## config.mk

```make
export PLATFORM = sky130hd
export DESIGN_NAME = ps2_keyboard_seg
export DESIGN_NICKNAME = d
export VERILOG_FILES = /design/src/rtl/ps2_keyboard_seg_pkg.sv /design/src/rtl/encode_seg.sv /design/src/rtl/ps2_keyboard_seg.sv
export SDC_FILE = /design/constraint.sdc
export NUM_CORES = 1
export LEC_CHECK = 0
export BUFFER_PORTS_ARGS = -buffer_cell sky130_fd_sc_hd__buf_2
export CAP_MARGIN = 20
export CORE_UTILIZATION = 55
export CTS_BUF_LIST = sky130_fd_sc_hd__clkbuf_8
export CTS_CLUSTER_SIZE = 24
export DETAILED_ROUTE_END_ITERATION = 10
export HOLD_SLACK_MARGIN = 0.03
export PLACE_DENSITY_LB_ADDON = 0.2
export SYNTH_ARGS = -nofsm -noshare
export SYNTH_HDL_FRONTEND = slang
export SYNTH_SLANG_ARGS = --single-unit
```

## constraint.sdc

```tcl
create_clock -name clk -period 1.8 [get_ports clk]
set_input_delay 0.36 -clock clk [delete_from_list [all_inputs] [get_ports clk]]
set_output_delay 0.36 -clock clk [all_outputs]
set_load 0.05 [all_outputs]
```

## src/rtl/ps2_keyboard_seg_pkg.sv

```systemverilog
// Shared constants for the PS/2 keyboard receiver and its hex display:
// the active-low 7-segment table {g,f,e,d,c,b,a} and frame helpers.
package ps2_keyboard_seg_pkg;

  localparam int         NIBBLES   = 16;
  localparam logic [3:0] STOP_IDX  = 4'd10;
  localparam logic [6:0] SEG_BLANK = 7'h7F;

  // Entry 15 first, so SEG_TABLE[n] yields the glyph for hex digit n.
  localparam logic [NIBBLES-1:0][6:0] SEG_TABLE = {
    7'h0E, 7'h06, 7'h21, 7'h46, 7'h03, 7'h08, 7'h10, 7'h00,
    7'h78, 7'h02, 7'h12, 7'h19, 7'h30, 7'h24, 7'h79, 7'h40
  };

  // Odd parity over 8 data bits plus parity bit holds when their XOR is 1.
  function automatic logic parity_ok(input logic [8:0] bits);
    return ^bits;
  endfunction

endpackage

```

## src/rtl/encode_seg.sv

```systemverilog
// Hex nibble to active-low 7-segment decoder with blanking enable.
module encode_seg
  import ps2_keyboard_seg_pkg::*;
(
  input  logic [3:0] nibble,
  input  logic       en,
  output logic [6:0] seg
);

  always_comb begin
    seg = SEG_BLANK;
    if (en) seg = SEG_TABLE[nibble];
  end

endmodule

```

## src/rtl/ps2_keyboard_seg.sv

```systemverilog
// PS/2 keyboard receiver: synchronizes the device clock/data, assembles
// 11-bit frames, checks them and shows the last good byte on two hex digits.
module ps2_keyboard_seg
  import ps2_keyboard_seg_pkg::*;
#(
  parameter int SYNC_STAGES    = 2,
  parameter int TIMEOUT_CYCLES = 50000
) (
  input  logic       clk,
  input  logic       resetn,
  input  logic       ps2_clk,
  input  logic       ps2_data,
  input  logic       seg_en,
  output logic [7:0] code,
  output logic       code_valid,
  output logic       frame_err,
  output logic [6:0] seg_lo,
  output logic [6:0] seg_hi
);

  localparam int TMO_W = $clog2(TIMEOUT_CYCLES + 1);

  logic [SYNC_STAGES-1:0] clk_sync_q, clk_sync_d;
  logic [SYNC_STAGES-1:0] dat_sync_q, dat_sync_d;
  logic [3:0]             bit_cnt_q, bit_cnt_d;
  logic [8:0]             shift_q, shift_d;
  logic [TMO_W-1:0]       tmo_q, tmo_d;
  logic [7:0]             code_q, code_d;
  logic                   code_valid_q, code_valid_d;
  logic                   frame_err_q, frame_err_d;
  logic                   fall, din, tmo_hit;

  always_comb begin
    clk_sync_d   = {clk_sync_q[SYNC_STAGES-2:0], ps2_clk};
    dat_sync_d   = {dat_sync_q[SYNC_STAGES-2:0], ps2_data};
    fall         = clk_sync_q[SYNC_STAGES-1] & ~clk_sync_q[SYNC_STAGES-2];
    din          = dat_sync_q[SYNC_STAGES-1];
    tmo_hit      = (tmo_q == TMO_W'(TIMEOUT_CYCLES - 1));
    bit_cnt_d    = bit_cnt_q;
    shift_d      = shift_q;
    tmo_d        = tmo_q;
    code_d       = code_q;
    code_valid_d = 1'b0;
    frame_err_d  = 1'b0;

    if (fall) begin
      tmo_d = '0;
      if (bit_cnt_q == 4'd0) begin
        // A high start bit is line noise, not a frame: stay idle silently.
        if (!din) bit_cnt_d = 4'd1;
      end else if (bit_cnt_q == STOP_IDX) begin
        bit_cnt_d = 4'd0;
        if (din && parity_ok(shift_q)) begin
          code_d       = shift_q[7:0];
          code_valid_d = 1'b1;
        end else begin
          frame_err_d  = 1'b1;
        end
      end else begin
        // Data bits arrive LSB first; parity ends up in shift_q[8].
        shift_d   = {din, shift_q[8:1]};
        bit_cnt_d = bit_cnt_q + 4'd1;
      end
    end else if (bit_cnt_q != 4'd0) begin
      if (tmo_hit) begin
        frame_err_d = 1'b1;
        bit_cnt_d   = 4'd0;
        tmo_d       = '0;
      end else begin
        tmo_d = tmo_q + TMO_W'(1);
      end
    end
  end

  always_ff @(posedge clk or negedge resetn) begin
    if (!resetn) begin
      clk_sync_q   <= '1;
      dat_sync_q   <= '1;
      bit_cnt_q    <= '0;
      shift_q      <= '0;
      tmo_q        <= '0;
      code_q       <= '0;
      code_valid_q <= 1'b0;
      frame_err_q  <= 1'b0;
    end else begin
      clk_sync_q   <= clk_sync_d;
      dat_sync_q   <= dat_sync_d;
      bit_cnt_q    <= bit_cnt_d;
      shift_q      <= shift_d;
      tmo_q        <= tmo_d;
      code_q       <= code_d;
      code_valid_q <= code_valid_d;
      frame_err_q  <= frame_err_d;
    end
  end

  assign code       = code_q;
  assign code_valid = code_valid_q;
  assign frame_err  = frame_err_q;

  encode_seg u_seg_lo (.nibble(code_q[3:0]), .en(seg_en), .seg(seg_lo));
  encode_seg u_seg_hi (.nibble(code_q[7:4]), .en(seg_en), .seg(seg_hi));

endmodule

```

### Yosys cells after proc, flatten, opt, wreduce, memory -nomap -nowiden

Memories as Yosys holds them, arrays and structs flattened.
Cells that the tools add are included.

* memories: 2
* memory bits (read-only): 224
* register bits after elaboration: 43
* bits of input ports: 5
* logic and storage cells: 53
* output and inout bits: 24

Memory list
* (no name shown): depth 16, width 7, rd ports 1, clocked after Yosys merged registers in 0, write ports 0, RTL line encode_seg.sv:12 `if (en) seg = SEG_TABLE[nibble];`
* (no name shown): depth 16, width 7, rd ports 1, clocked after Yosys merged registers in 0, write ports 0, RTL line encode_seg.sv:12

* order comparisons: 2
* add/sub/neg operators: 2
* bitwise logic cells: 4
* reductions and logical operators: 9
* equal/unequal tests: 3
* multiplexer cells: 23

Operators by type and width (count)
* $mux 16: 3
* $mux 7: 4
* $mux 4: 6
* $add 16x1->16 const B: 1
* $eq 16x16->1 const B: 1
* $lt 4x5->1 const B: 2
* $mux 1: 10
* $reduce_xor 9->1: 1
* $reduce_and 3->1: 2
* $add 4x1->4 const B: 1
* $eq 4x4->1 const B: 1
* $logic_not 4->1: 1
* $reduce_and 4->1: 1
* $reduce_bool 2->1: 2
* $reduce_bool 4->1: 1
* $ne 3x3->1 const B: 1
* $not 1->1: 3
* $and 1x1->1: 1
* $logic_and 1x1->1: 1

### Logic depth before layout (Yosys ltp)

* word-level depth: 6
* gate-level depth with buffers: 8
* gate-level depth less buffers: 7

### By module

A second synthesis with hierarchy kept.

* cells, all modules: 250
* area, all modules: 2613.8 sq um

By module, submodules not included
* ps2_keyboard_seg: sequential area each 1081.0 sq um, area each 1996.9 sq um, instances 1, cells each 172
* encode_seg at u_seg_lo: sequential area each 0.0 sq um, area each 324.1 sq um, instances 1, cells each 39
* encode_seg at u_seg_hi: sequential area each 0.0 sq um, area each 292.8 sq um, instances 1, cells each 39

### Worst setup path before layout

No wires, ideal clock.

* path type: register to output
* from: reg code_q[0] (netlist: code[0])
* to: out seg_lo[4]
* arrival time: 2933 ps
* stages on the path, launching flop included: 4
* path slack: -1493 ps
* path buffers: 0
* required time: 1440 ps
* cells stage by stage: dfrtp_1 -> inv_1 -> ha_1 -> o311ai_0

* word-level cells in the longest chain between the ends: 3

Ends and longest elaborated chain
* from (decl): RTL line ps2_keyboard_seg.sv:28 `logic [7:0] code_q, code_d;`
* from (signal assigned): RTL line ps2_keyboard_seg.sv:91 `code_q <= code_d;`
* $mem_v2 16x7
* $mux 7 (not written as such): RTL line encode_seg.sv:12
* $mux 7: RTL line encode_seg.sv:12
* to (decl): RTL line ps2_keyboard_seg.sv:17 `output logic [6:0] seg_lo,`

No other way between the ends. The select of a mux whose other input is x is not followed.

### Worst setup path in the final report

* from: reg code_q[1] (netlist: code[1])
* to: out seg_lo[0]

Same word-level chain as after synthesis.

==> run metrics <==
initial core utilization 0.587; Setup TNS Final -5.49 ns; Slew Limit Headroom 0.688; final hold violation count 0; GRT overflow 0; pwr dens 983 nW/um^2; synth-to-layout area growth 44.9%; total core area 4470 sq um; Startpoint Class flip-flop; worst clock skew 0.00826 ns; die height 71.1 um; PnR worst setup slack -0.435 ns; most instantiated library cell after synthesis nand2_1; Crit path arrival time 1.87 ns; clock latency on the worst-skew pair 0.30 ns; worst-path fanout max 5; clock slew at reported path FFs 0.09 ns; initial antenna violation count 0; Via Count 2475; num rows 24; ys flop type dfrtp_1; Clock Power Share 0.172; Cell Int Power 2360 uW; Async S/R FF share, synth 1.00; most instantiated cells after synthesis nand2_1, dfrtp_1, nor2_1; DIE WIDTH 71.1 um; detailed placement HPWL 4090 um; Psw 1390 uW; Port Buf Inserts 28; pin count of the biggest net entering global routing 25; Seq pwr share 0.346; First-pass DRT Iterations 4; fin. max-slew vios 0; Total Routing Usage GR 0.285; sequential area share after synthesis 0.411; RD Place Congestion 0.851; Post-Route WL 7830 um; P_leak 0.00171 uW; EDFF count, synth 0; clk sink count 43; maxcap violations 0; Mapped Nets 308; Vias per Instance 5.99; Yosys cell types 47; htree depth 2; run status finished, violations left; Hold Path Class input pin to flip-flop; Setup-failing EPs final 24; Crit. End Element primary output; drt initial violations 192; Diodes inserted 0; pre-CTS WS -0.168 ns; fin nets 381; violated checks negative setup slack; kind of critical path flip-flop to primary output; Slew @ Worst Pin 0.469 ns; f_max 0.447 GHz; share of layout cells above drive strength 1 0.452; die area 5060 sq um; Ports 29; Longest Clk Path Bufs 2; DR WL/cell 19.0 um; Min Clock Period, post-route 2.23 ns; # DRC 0; final period utilization 1.24; peak supply drop 0.638 mV; root buf cell clkbuf_8; post-synthesis cell count 287; Sw Share 0.371; Synth Cell Area 2630 sq um; synth top area cells dfrtp_1, nand2_1, ha_1; CTS tree done; Yosys top cell area share 0.371; post-route ant nets 0; Logic pwr share 0.483; RSZ-0062 raised after global routing true; first-pass GRT wire length 11300 um; vias in the first global route 2380; most area-hungry cell type in the Yosys netlist dfrtp_1; syn avg cell area 9.16 sq um; Ys Warns 0; Synth Register Bits 43; Worst EP required 1.44 ns; CTS Buf Count 5
[routing by layer]
metal / global-route usage / wire [um] / up-vias
met3: 0.0442 / 379 / 21
li1: - / - / 1145
met5: 0 / 0 / -
met1: 0.388 / 3240 / 1220
met4: 0.102 / 295 / 0
met2: 0.466 / 3910 / 89
[final cells by class]
class	count	area [sq um]
fill	215	667
inverter	12	55.1
tap	52	65.1
timing repair buffer	81	749
clock inverter	2	8.76
sequential	43	1100
multi-input combinational	217	1750
clock buffer	6	82.6
[layout by cell type, fill, tap and decap left out, types with 9 or more instances in the layout]
| cell | count |
|---|---|
| nand2_1 | 44 |
| ha_4 | 9 |
| buf_4 | 42 |
| a21oi_1 | 12 |
| o21ai_0 | 9 |
| buf_6 | 13 |
| buf_2 | 14 |
| nor2_1 | 20 |
| dfrtp_1 | 30 |
| nand3_1 | 11 |
[state kept, by name, indices dropped and copies added (netlist names)]
name,cells
bit_cnt_q,4
clk_sync_q,2
code,8
code_valid,1
dat_sync_q,2
frame_err,1
shift_q,9
tmo_q,16
[power by group through the flow]
| stage | clock network (uW) | logic (uW) | registers [uW] |
|---|---|---|---|
| 3_3_place_gp | 0 | 1360 | 1280 |
| 3_5_place_dp | 0 | 1390 | 1280 |
| 4_1_cts | 642 | 1560 | 1270 |
| 6_report | 643 | 1810 | 1290 |
| 5_1_grt | 678 | 1900 | 1310 |
| 2_1_floorplan | 0 | 780 | 1300 |
[through the flow]
step,power [uW],cell area [sq um],util,hold slack [ns],std cells
2_1_floorplan,2080,2790,-,0.0644,287
3_3_place_gp,2640,3210,0.718,0.336,389
3_5_place_dp,2680,3210,0.718,0.335,389
4_1_cts,3470,3610,0.808,0.149,408
5_1_grt,3890,3810,0.851,0.150,413
6_report,3740,3810,0.851,0.155,413
[what timing repair did]
item / CTS / global route
pin swaps: 15 / 17
buffers inserted: 9 / 7
hold endpoints to repair: 16 / 0
setup endpoints to repair: 23 / 33
hold buffers: 1 / 0
gates cloned: 1 / 0
resized for setup: 60 / 34
[cells by family after synthesis]
family	share of synthesized area
flops	0.411
simple gates	0.211
xor+xnor	0.0481
mux	0.0771
fa+ha+maj	0.0762
buf+inv	0.0476
compound gates	0.129
[critical path, stage by stage (launching register included)]
cell	delay [ns]
dfrtp_4	0.52
inv_4	0.10
buf_12	0.11
ha_4	0.12
buf_6	0.11
nand2b_4	0.12
o211ai_1	0.09
o211ai_1	0.14
buf_4	0.25
[final timing paths]
kind | slack, ns | endpoint | startpoint | cells after the start
min in group asynchronous | 0.56 | shift_q[2] | resetn | 2
worst max-delay path | -0.43 | seg_lo[0] | code[1] | 8
worst min register to register | 0.36 | dat_sync_q[1] | dat_sync_q[0] | 0
max in group asynchronous | 0.68 | clk_sync_q[0] | resetn | 3
worst max register to register | -0.27 | code[3] | shift_q[4] | 6
worst min-delay path | 0.16 | clk_sync_q[0] | ps2_clk | 1
Note: power is estimated with default switching activity, not from simulation.
